$ cat src/rtl/expmul_axil_regs.sv
`default_nettype none
// +----------------------------------------------------------------------------+
// | expmul_axil_regs: AXI4-Lite register bank fronting the exp/multiply core.  |
// | Optional: EXPMUL_AXIL_IRQ_EN adds the IRQEN register (0x10) and o_irq.     |
// | Revision: 1.0                                                              |
// +----------------------------------------------------------------------------+
module expmul_axil_regs #(
  parameter int C_ADDR_W = 5
) (
  input  logic                i_clk,
  input  logic                i_rst_n,
  input  logic [C_ADDR_W-1:0] i_awaddr,
  input  logic                i_awvalid,
  output logic                o_awready,
  input  logic [31:0]         i_wdata,
  input  logic [3:0]          i_wstrb,
  input  logic                i_wvalid,
  output logic                o_wready,
  output logic [1:0]          o_bresp,
  output logic                o_bvalid,
  input  logic                i_bready,
  input  logic [C_ADDR_W-1:0] i_araddr,
  input  logic                i_arvalid,
  output logic                o_arready,
  output logic [31:0]         o_rdata,
  output logic [1:0]          o_rresp,
  output logic                o_rvalid,
  input  logic                i_rready,
  output logic                o_load,
  output logic                o_start,
  output logic                o_select,
  output logic [3:0]          o_A,
  output logic [3:0]          o_B,
  input  logic                i_done,
  input  logic [29:0]         i_P
`ifdef EXPMUL_AXIL_IRQ_EN
  ,
  output logic                o_irq
`endif
);

  localparam logic [C_ADDR_W-1:0] ADDR_CTRL    = C_ADDR_W'('h00);
  localparam logic [C_ADDR_W-1:0] ADDR_OPERAND = C_ADDR_W'('h04);
  localparam logic [C_ADDR_W-1:0] ADDR_STATUS  = C_ADDR_W'('h08);
  localparam logic [C_ADDR_W-1:0] ADDR_RESULT  = C_ADDR_W'('h0C);
`ifdef EXPMUL_AXIL_IRQ_EN
  localparam logic [C_ADDR_W-1:0] ADDR_IRQEN   = C_ADDR_W'('h10);
`endif
  localparam logic [1:0] RESP_OKAY   = 2'b00;
  localparam logic [1:0] RESP_SLVERR = 2'b10;

  typedef enum logic [1:0] {W_IDLE = 2'd0, W_ACK = 2'd1, W_RESP = 2'd2} wstate_t;
  typedef enum logic [1:0] {R_IDLE = 2'd0, R_ACK = 2'd1, R_DATA = 2'd2} rstate_t;

  wstate_t w_state_q, w_state_d;
  rstate_t r_state_q, r_state_d;

  logic        select_q, select_d;
  logic [3:0]  a_q, a_d, b_q, b_d;
  logic        done_q, done_d, busy_q, busy_d;
  logic [29:0] result_q, result_d;
  logic        load_q, load_d, start_q, start_d;
  logic [1:0]  bresp_q, bresp_d, rresp_q, rresp_d;
  logic [31:0] rdata_q, rdata_d;
  logic        done_s_q, done_dly_q;
`ifdef EXPMUL_AXIL_IRQ_EN
  logic        irqen_q, irqen_d, irq_q;
`endif

  logic [C_ADDR_W-1:0] waddr, raddr;
  logic        wr_en, w_mapped, r_mapped, done_rise;
  logic [31:0] rd_word;
  logic        unused_ok;

  assign waddr     = {i_awaddr[C_ADDR_W-1:2], 2'b00};
  assign raddr     = {i_araddr[C_ADDR_W-1:2], 2'b00};
  assign wr_en     = (w_state_q == W_ACK) && i_wstrb[0];
  assign done_rise = done_s_q & ~done_dly_q;
  assign unused_ok = ^{i_awaddr[1:0], i_araddr[1:0], i_wstrb[3:1], i_wdata[31:8]};

  always_comb begin
    w_state_d = w_state_q;
    o_awready = 1'b0;
    o_wready  = 1'b0;
    o_bvalid  = 1'b0;
    case (w_state_q)
      W_IDLE: if (i_awvalid && i_wvalid) w_state_d = W_ACK;
      W_ACK: begin
        o_awready = 1'b1;
        o_wready  = 1'b1;
        w_state_d = W_RESP;
      end
      W_RESP: begin
        o_bvalid = 1'b1;
        if (i_bready) w_state_d = W_IDLE;
      end
      default: w_state_d = W_IDLE;
    endcase
  end

  always_comb begin
    r_state_d = r_state_q;
    o_arready = 1'b0;
    o_rvalid  = 1'b0;
    case (r_state_q)
      R_IDLE: if (i_arvalid) r_state_d = R_ACK;
      R_ACK: begin
        o_arready = 1'b1;
        r_state_d = R_DATA;
      end
      R_DATA: begin
        o_rvalid = 1'b1;
        if (i_rready) r_state_d = R_IDLE;
      end
      default: r_state_d = R_IDLE;
    endcase
  end

  always_comb begin
    rd_word  = 32'd0;
    r_mapped = 1'b1;
    case (raddr)
      ADDR_CTRL:    rd_word = {30'd0, select_q, 1'b0};
      ADDR_OPERAND: rd_word = {24'd0, b_q, a_q};
      ADDR_STATUS:  rd_word = {30'd0, busy_q, done_q};
      ADDR_RESULT:  rd_word = {2'd0, result_q};
`ifdef EXPMUL_AXIL_IRQ_EN
      ADDR_IRQEN:   rd_word = {31'd0, irqen_q};
`endif
      default:      r_mapped = 1'b0;
    endcase
  end

  always_comb begin
    select_d = select_q;
    a_d      = a_q;
    b_d      = b_q;
    done_d   = done_q;
    busy_d   = busy_q;
    result_d = result_q;
    load_d   = 1'b0;
    start_d  = 1'b0;
    bresp_d  = bresp_q;
    rdata_d  = rdata_q;
    rresp_d  = rresp_q;
    w_mapped = 1'b1;
`ifdef EXPMUL_AXIL_IRQ_EN
    irqen_d  = irqen_q;
`endif
    case (waddr)
      ADDR_CTRL: if (wr_en) begin
        select_d = i_wdata[1];
        start_d  = i_wdata[0] & ~busy_q;
      end
      ADDR_OPERAND: if (wr_en) begin
        a_d    = i_wdata[3:0];
        b_d    = i_wdata[7:4];
        load_d = 1'b1;
      end
      ADDR_STATUS: if (wr_en && i_wdata[0]) done_d = 1'b0;
      ADDR_RESULT: ;
`ifdef EXPMUL_AXIL_IRQ_EN
      ADDR_IRQEN: if (wr_en) irqen_d = i_wdata[0];
`endif
      default: w_mapped = 1'b0;
    endcase
    // Core completion overrides a coincident W1C so a fresh result is never lost.
    if (done_rise) begin
      result_d = i_P;
      done_d   = 1'b1;
      busy_d   = 1'b0;
    end
    if (start_d) busy_d = 1'b1;
    if (w_state_q == W_ACK) bresp_d = w_mapped ? RESP_OKAY : RESP_SLVERR;
    if (r_state_q == R_ACK) begin
      rdata_d = rd_word;
      rresp_d = r_mapped ? RESP_OKAY : RESP_SLVERR;
    end
  end

  always_ff @(posedge i_clk) begin
    if (!i_rst_n) begin
      w_state_q  <= W_IDLE;
      r_state_q  <= R_IDLE;
      select_q   <= 1'b0;
      a_q        <= 4'd0;
      b_q        <= 4'd0;
      done_q     <= 1'b0;
      busy_q     <= 1'b0;
      result_q   <= 30'd0;
      load_q     <= 1'b0;
      start_q    <= 1'b0;
      bresp_q    <= RESP_OKAY;
      rdata_q    <= 32'd0;
      rresp_q    <= RESP_OKAY;
      done_s_q   <= 1'b0;
      done_dly_q <= 1'b0;
`ifdef EXPMUL_AXIL_IRQ_EN
      irqen_q    <= 1'b0;
      irq_q      <= 1'b0;
`endif
    end else begin
      w_state_q  <= w_state_d;
      r_state_q  <= r_state_d;
      select_q   <= select_d;
      a_q        <= a_d;
      b_q        <= b_d;
      done_q     <= done_d;
      busy_q     <= busy_d;
      result_q   <= result_d;
      load_q     <= load_d;
      start_q    <= start_d;
      bresp_q    <= bresp_d;
      rdata_q    <= rdata_d;
      rresp_q    <= rresp_d;
      done_s_q   <= i_done;
      done_dly_q <= done_s_q;
`ifdef EXPMUL_AXIL_IRQ_EN
      irqen_q    <= irqen_d;
      irq_q      <= done_q & irqen_q;
`endif
    end
  end

  assign o_bresp  = bresp_q;
  assign o_rdata  = rdata_q;
  assign o_rresp  = rresp_q;
  assign o_load   = load_q;
  assign o_start  = start_q;
  assign o_select = select_q;
  assign o_A      = a_q;
  assign o_B      = b_q;
`ifdef EXPMUL_AXIL_IRQ_EN
  assign o_irq    = irq_q;
`endif

endmodule
`default_nettype wire
$ cat config.mk
export PLATFORM = sky130hd
export DESIGN_NAME = expmul_axil_regs
export DESIGN_NICKNAME = d
export VERILOG_FILES = /design/src/rtl/expmul_axil_regs.sv
export SDC_FILE = /design/constraint.sdc
export NUM_CORES = 1
export LEC_CHECK = 0
export ABC_AREA = 1
export BUFFER_PORTS_ARGS = -buffer_cell sky130_fd_sc_hd__buf_4
export CORE_ASPECT_RATIO = 1.25
export CORE_MARGIN = 8
export CORE_UTILIZATION = 40
export DETAILED_ROUTE_END_ITERATION = 8
export PLACE_DENSITY = 0.7
export SYNTH_ARGS = -nofsm -noshare
export SYNTH_HDL_FRONTEND = slang
export SYNTH_SLANG_ARGS = --single-unit
$ cat constraint.sdc
create_clock -name i_clk -period 1.48 [get_ports i_clk]
set_input_delay 0.148 -clock i_clk [delete_from_list [all_inputs] [get_ports i_clk]]
set_output_delay 0.148 -clock i_clk [all_outputs]
set_load 0.005 [all_outputs]
==> results.cfg, run 1 <==
[routing]
antenna_left = 0
detail_route.first_pass.iterations = 4
met2RoutedLength_mm = 4.39
drc = 0
routed-via-count = 2937
met1_wire_length_mm = 3.51
met3_length_um = 555
detail_route.vias_per_cell = 4.88
postRouteWirelength_mm = 8.59
topRoutingLayerUsed = met4
routedWlPerCell_um = 14.3
initialDrtViolationCount = 203

[worst_setup_path]
worst_path_max_delay_cell = sky130_fd_sc_hd__dfxtp_1
worst_ep_arrival_time_ns = 1.23
critical_path.startpoint = r_state_q[0]
worst-endpoint-required_ns = 1.33
worst-r2r-setup-slack_ns = 0.32
crit-reg2reg-launch = r_state_q[0]
setup.worst_path.class = reg2out
path_max_fanout = 22
cp-start-kind = register
critical-path-max-stage-delay_ns = 0.36
worstSetupEndpointType = output port
critical_path.n_buffers_inverters = 3
crit_family = flip-flops
critical_path.cell_chain = inv_1 > nor2_4 > buf_12 > buf_4

[final_layout]
layout.core_utilization = 0.543
drive_above_1_share = 0.284
net_count_of_the_finished_layout = 586
antenna_cells = 0
area.growth.synth_to_final_pct = 34.3

[run_status]
run_status = finished, final reports clean

[die]
num_rows = 36
fp.dieW_um = 94.7
die_h_um = 114
die-area_um2 = 10800
core_area_um2 = 7660
floorplan.initialDensity = 0.404
pin_count = 136

[logic_synthesis]
share_of_yosys_cell_area_claimed_by_the_top_area_cell_type = 0.524
biggest_area_contributors_in_the_synthesized_netlist = sky130_fd_sc_hd__dfxtp_1, sky130_fd_sc_hd__nor2_1, sky130_fd_sc_hd__o21ai_0
synth_edf_count = 0
post_synth_instance_area_um2 = 3090
post_syn_instances = 401
synth_flop_cell = sky130_fd_sc_hd__dfxtp_1
seq_area_frac_synth = 0.524
post_synth_xor_area_fraction = 0
synthAdderAreaFrac = 0
yosys-top-cells-count = sky130_fd_sc_hd__nor2_1, sky130_fd_sc_hd__dfxtp_1, sky130_fd_sc_hd__o21ai_0
yosys_warning_count = 0
yosysMostFrequentCell = sky130_fd_sc_hd__nor2_1
synth_largest_area_cell = sky130_fd_sc_hd__dfxtp_1
post_synth_mux_area_share = 0
synth.ff_latch_count = 81
synth.avg_cell_area_um2 = 7.72
compound_gate_portion_of_the_synthesized_area = 0.181
post_synth_and_or_nand_nor_area_fraction = 0.207
synth_cell_type_count = 23
synth-async-reset-ratio = 0
main_combinational_cell_family_by_area_after_synthesis = simple AND/OR/NAND/NOR gates

[global_route]
initial_antenna_violation_count = 0
gr-total-overflow = 0
largest_net_degree_at_the_start_of_global_routing = 44
grt_util_all_layers = 0.155
first_pass_grt_wire_length_mm = 13.4
grt_pass1_vias = 2807

[sta]
timing.final.max_slew_violations = 0
final.hold.worst_slack_ns = 0.0139
rsz0062_at_grt = no
finalCriticalPeriod_ns = 1.38
worst_clock_skew_ns = 0.00929
postLayoutSetupSlackWorst_ns = 0.103
hold_violations = 0
achievable-frequency_mhz = 726
period_utilization_post_route = 0.930
fin_setup_tns_ns = 0
timing.final.setup_violations = 0

[clock_tree]
clock_tree_from_tritoncts = done
clk_pin_slew_ns = 0.10
clock-sinks = 81
root_buffer = sky130_fd_sc_hd__clkbuf_8
insertion_delay_ns = 0.35
cts.path.max_buffers = 2
ctsHtreeMaxLevel = 3
cts-buffers-inserted = 9

[min_path]
worstHoldStart = i_P[17]
worstHoldPathType = in2reg

[placed_design]
pre_cts_slack_ns = 0.248
finalWeightedCongestion = 0.807
port_buffers = 100
post-dp-hpwl_mm = 6.01

[power_and_ir_drop]
ir_worst_vdd_mv = 0.821
power_per_cell_area_nw_per_um2 = 1050
leakage_uw = 0.00188
post-layout-total-power_uw = 4370

[flow_run]
timing.max_cap.violations = 0
[state kept, by name, summed over array words and instances, names as in the netlist, 2 cells and up]
name / flops
o_A: 4
o_B: 4
o_rdata: 30
r_state_q: 2
result_q: 30
w_state_q: 2
[layout by cell type (no fill, tap or decap), drive strengths merged, types with 4 or more instances in the layout]
cell	count
buf	113
nor2	84
dfxtp	81
o21ai	68
nand2	56
a21oi	36
inv	31
clkbuf	10
nand3	8
nand4	6
conb	4
nor3	4
[stage by stage]
step | instance area, um2 | instances
after global placement | 3920 | 582
after global routing | 4160 | 602
final | 4160 | 602
after CTS | 4120 | 600
after floorplan | 3110 | 404
after detailed placement | 3920 | 582
[worst min-delay path, cell delays in order]
cell	delay (ns)
sky130_fd_sc_hd__buf_4	0.08
sky130_fd_sc_hd__nor2_1	0.03
sky130_fd_sc_hd__nor2_1	0.08
[worst paths after layout]
| path | endpoint | depth (start not counted) |
|---|---|---|
| max | o_arready | 4 |
| min | result_q[17] | 3 |
| max reg2reg | o_rdata[0] | 6 |
| min reg2reg | w_state_q[0] | 1 |
[cell type report]
type	instances	area, um2
well taps	95	119
clock buffers	9	124
fillers	745	3500
inverters	27	101
flip-flops and latches	81	1620
repair buffers	115	908
clock inverters	7	61.3
multi-input cells	268	1220
[what timing repair did]
item,CTS,global route
endpoints found under the hold margin,1,0
setup endpoints to repair,1,1
pin swaps,1,1
cloned,0,1
setup buffers,1,1
resized for setup,0,0
hold buffers,1,0
[metal layers]
layer,GRT usage,up-vias
li1,-,1489
met1,0.175,1352
met2,0.269,88
met3,0.0322,8
met4,0.0699,0
met5,0,-
[power breakdown]
group / switching (uW) / internal [uW] / total (uW) / leakage (uW)
sequential: 57.5 / 2290 / 2350 / 0.000663
clock: 865 / 641 / 1510 / 0.0000888
combinational: 261 / 257 / 518 / 0.00113
total: 1180 / 3190 / 4370 / 0.00188
[logic make-up (layout without fill, tap and decap cells)]
| group | count (synthesis) | in the layout |
|---|---|---|
| compound gates | 106 | 106 |
| buf+inv | 55 | 158 |
| simple gates | 158 | 158 |
| other cells | 1 | 4 |
| flops | 81 | 81 |
Note: power is estimated with default switching activity, not from simulation.
==> run 2: changes to the inputs <==
--- a/config.mk
+++ b/config.mk
@@ -12,6 +12,7 @@
 export CORE_UTILIZATION = 40
 export DETAILED_ROUTE_END_ITERATION = 8
 export PLACE_DENSITY = 0.7
+export RECOVER_POWER = 25
 export SYNTH_ARGS = -nofsm -noshare
 export SYNTH_HDL_FRONTEND = slang
 export SYNTH_SLANG_ARGS = --single-unit
==> results.cfg, run 2 (synthesis gave the netlist of run 1 again) <==
[run_status]
run_status = finished, final reports clean

[placed_design]
finalWeightedCongestion = 0.807
port_buffers = 100
post-dp-hpwl_mm = 6.01
place_inst = 582
place_area_um2 = 3920

[routing]
antenna_left = 0
drc = 0
initialDrtViolationCount = 159
routedWlPerCell_um = 14.3
met2RoutedLength_mm = 4.38
detail_route.first_pass.iterations = 4
detail_route.vias_per_cell = 4.85
met3_length_um = 565
postRouteWirelength_mm = 8.59
topRoutingLayerUsed = met4
met1_wire_length_mm = 3.51
routed-via-count = 2922

[final_layout]
drive_above_1_share = 0.268
net_count_of_the_finished_layout = 586
mostFrequentLayoutCells = sky130_fd_sc_hd__nor2_1, sky130_fd_sc_hd__buf_4, sky130_fd_sc_hd__dfxtp_1, sky130_fd_sc_hd__o21ai_0, sky130_fd_sc_hd__nand2_1
layout.cell_area.non_filler_um2 = 4120
n_fill_cell = 747
antenna_cells = 0
area.growth.synth_to_final_pct = 33.3
layout.area.seq_um2 = 1620
post_layout_nonfiller_instances = 602
multi_input_comb_area_um2 = 1220

[worst_setup_path]
worst-endpoint-required_ns = 1.33
cp-start-kind = register
path_max_fanout = 22
critical-path-max-stage-delay_ns = 0.36
crit_family = flip-flops
worst_ep_arrival_time_ns = 1.22
critical_path.n_buffers_inverters = 3
setup.worst_path.class = reg2out
worstSetupEndpointType = output port
worst_path_max_delay_cell = sky130_fd_sc_hd__dfxtp_1
critical_path.startpoint = r_state_q[0]
crit-reg2reg-launch = w_state_q[1]
critical_path.cell_chain = inv_1 > nor2_4 > buf_12 > buf_4

[clock_tree]
clk_pin_slew_ns = 0.10
cts.path.max_buffers = 2
cts-buffers-inserted = 9
ctsHtreeMaxLevel = 3
root_buffer = sky130_fd_sc_hd__clkbuf_8
clock-sinks = 81
insertion_delay_ns = 0.35
clock_tree_from_tritoncts = done

[min_path]
worstHoldStart = i_P[17]
worstHoldPathType = in2reg

[die]
pin_count = 136
die-area_um2 = 10800
fp.dieW_um = 94.7
core_area_um2 = 7660
die_h_um = 114
num_rows = 36
floorplan.initialDensity = 0.404

[global_route]
first_pass_grt_wire_length_mm = 13.4
grt_pass1_vias = 2807
grt_util_all_layers = 0.155
gr-total-overflow = 0
largest_net_degree_at_the_start_of_global_routing = 44
initial_antenna_violation_count = 0

[sta]
rsz0062_at_grt = no
fin_setup_tns_ns = 0
final.hold.worst_slack_ns = 0.0134
slew_headroom = 0.531
timing.final.max_slew_violations = 0
finalCriticalPeriod_ns = 1.37
worst_slew_pin_tran_ns = 0.703
achievable-frequency_mhz = 729
hold_violations = 0
period_utilization_post_route = 0.927
timing.final.setup_violations = 0
worst_clock_skew_ns = 0.00971

[power_and_ir_drop]
ir_worst_vdd_mv = 0.818
post-layout-total-power_uw = 4360
power_per_cell_area_nw_per_um2 = 1060
leakage_uw = 0.00184

[flow_run]
timing.max_cap.violations = 0
==> run 2: worst paths after layout <==
path / to / cells after the start / slack, ns
worst min register to register: w_state_q[0] / 1 / 0.42
worst max-delay path: o_arready / 4 / 0.11
worst max register to register: o_A[3] / 6 / 0.31
worst min-delay path: result_q[17] / 3 / 0.01
==> run 2: layout make-up <==
class / count / share of cell area
flip-flops and latches: 81 / 0.393
multi-input cells: 268 / 0.296
repair buffers: 115 / 0.212
clock buffers: 9 / 0.0300
well taps: 95 / 0.0288
inverters: 27 / 0.0246
clock inverters: 7 / 0.0149
==> run 2: what timing repair did <==
action,CTS,global route
pin swaps,1,1
hold buffers,1,0
setup endpoints to repair,1,1
gates cloned,0,1
buffers inserted,1,1
endpoints found under the hold margin,1,0
resized for setup,0,0
==> run 2: worst reg2reg max path, stage by stage (launching register included) <==
cell and delay [ns]:
sky130_fd_sc_hd__dfxtp_1 0.32, sky130_fd_sc_hd__inv_1 0.07, sky130_fd_sc_hd__nand2_2 0.10, sky130_fd_sc_hd__nor3_4 0.23, sky130_fd_sc_hd__buf_4 0.19, sky130_fd_sc_hd__o21ai_0 0.08
sky130_fd_sc_hd__nor2_1 0.12
==> run 2: routing by layer <==
layer / global-route usage / up-vias
li1: - / 1492
met1: 0.175 / 1347
met2: 0.269 / 75
met3: 0.0322 / 8
met4: 0.0699 / 0
met5: 0 / -
==> run 2: stage by stage <==
step	worst slack (ns)	util
3_5_place_dp	0.248	0.512
3_3_place_gp	0.260	0.512
4_1_cts	0.0124	0.539
5_1_grt	0.0377	0.539
2_1_floorplan	0.423	-
6_report	0.108	0.539
==> run 2: power breakdown <==
part / total (uW) / internal, uW / switching, uW
Combinational: 506 / 244 / 262
Sequential: 2350 / 2290 / 57.3
Clock: 1510 / 641 / 867
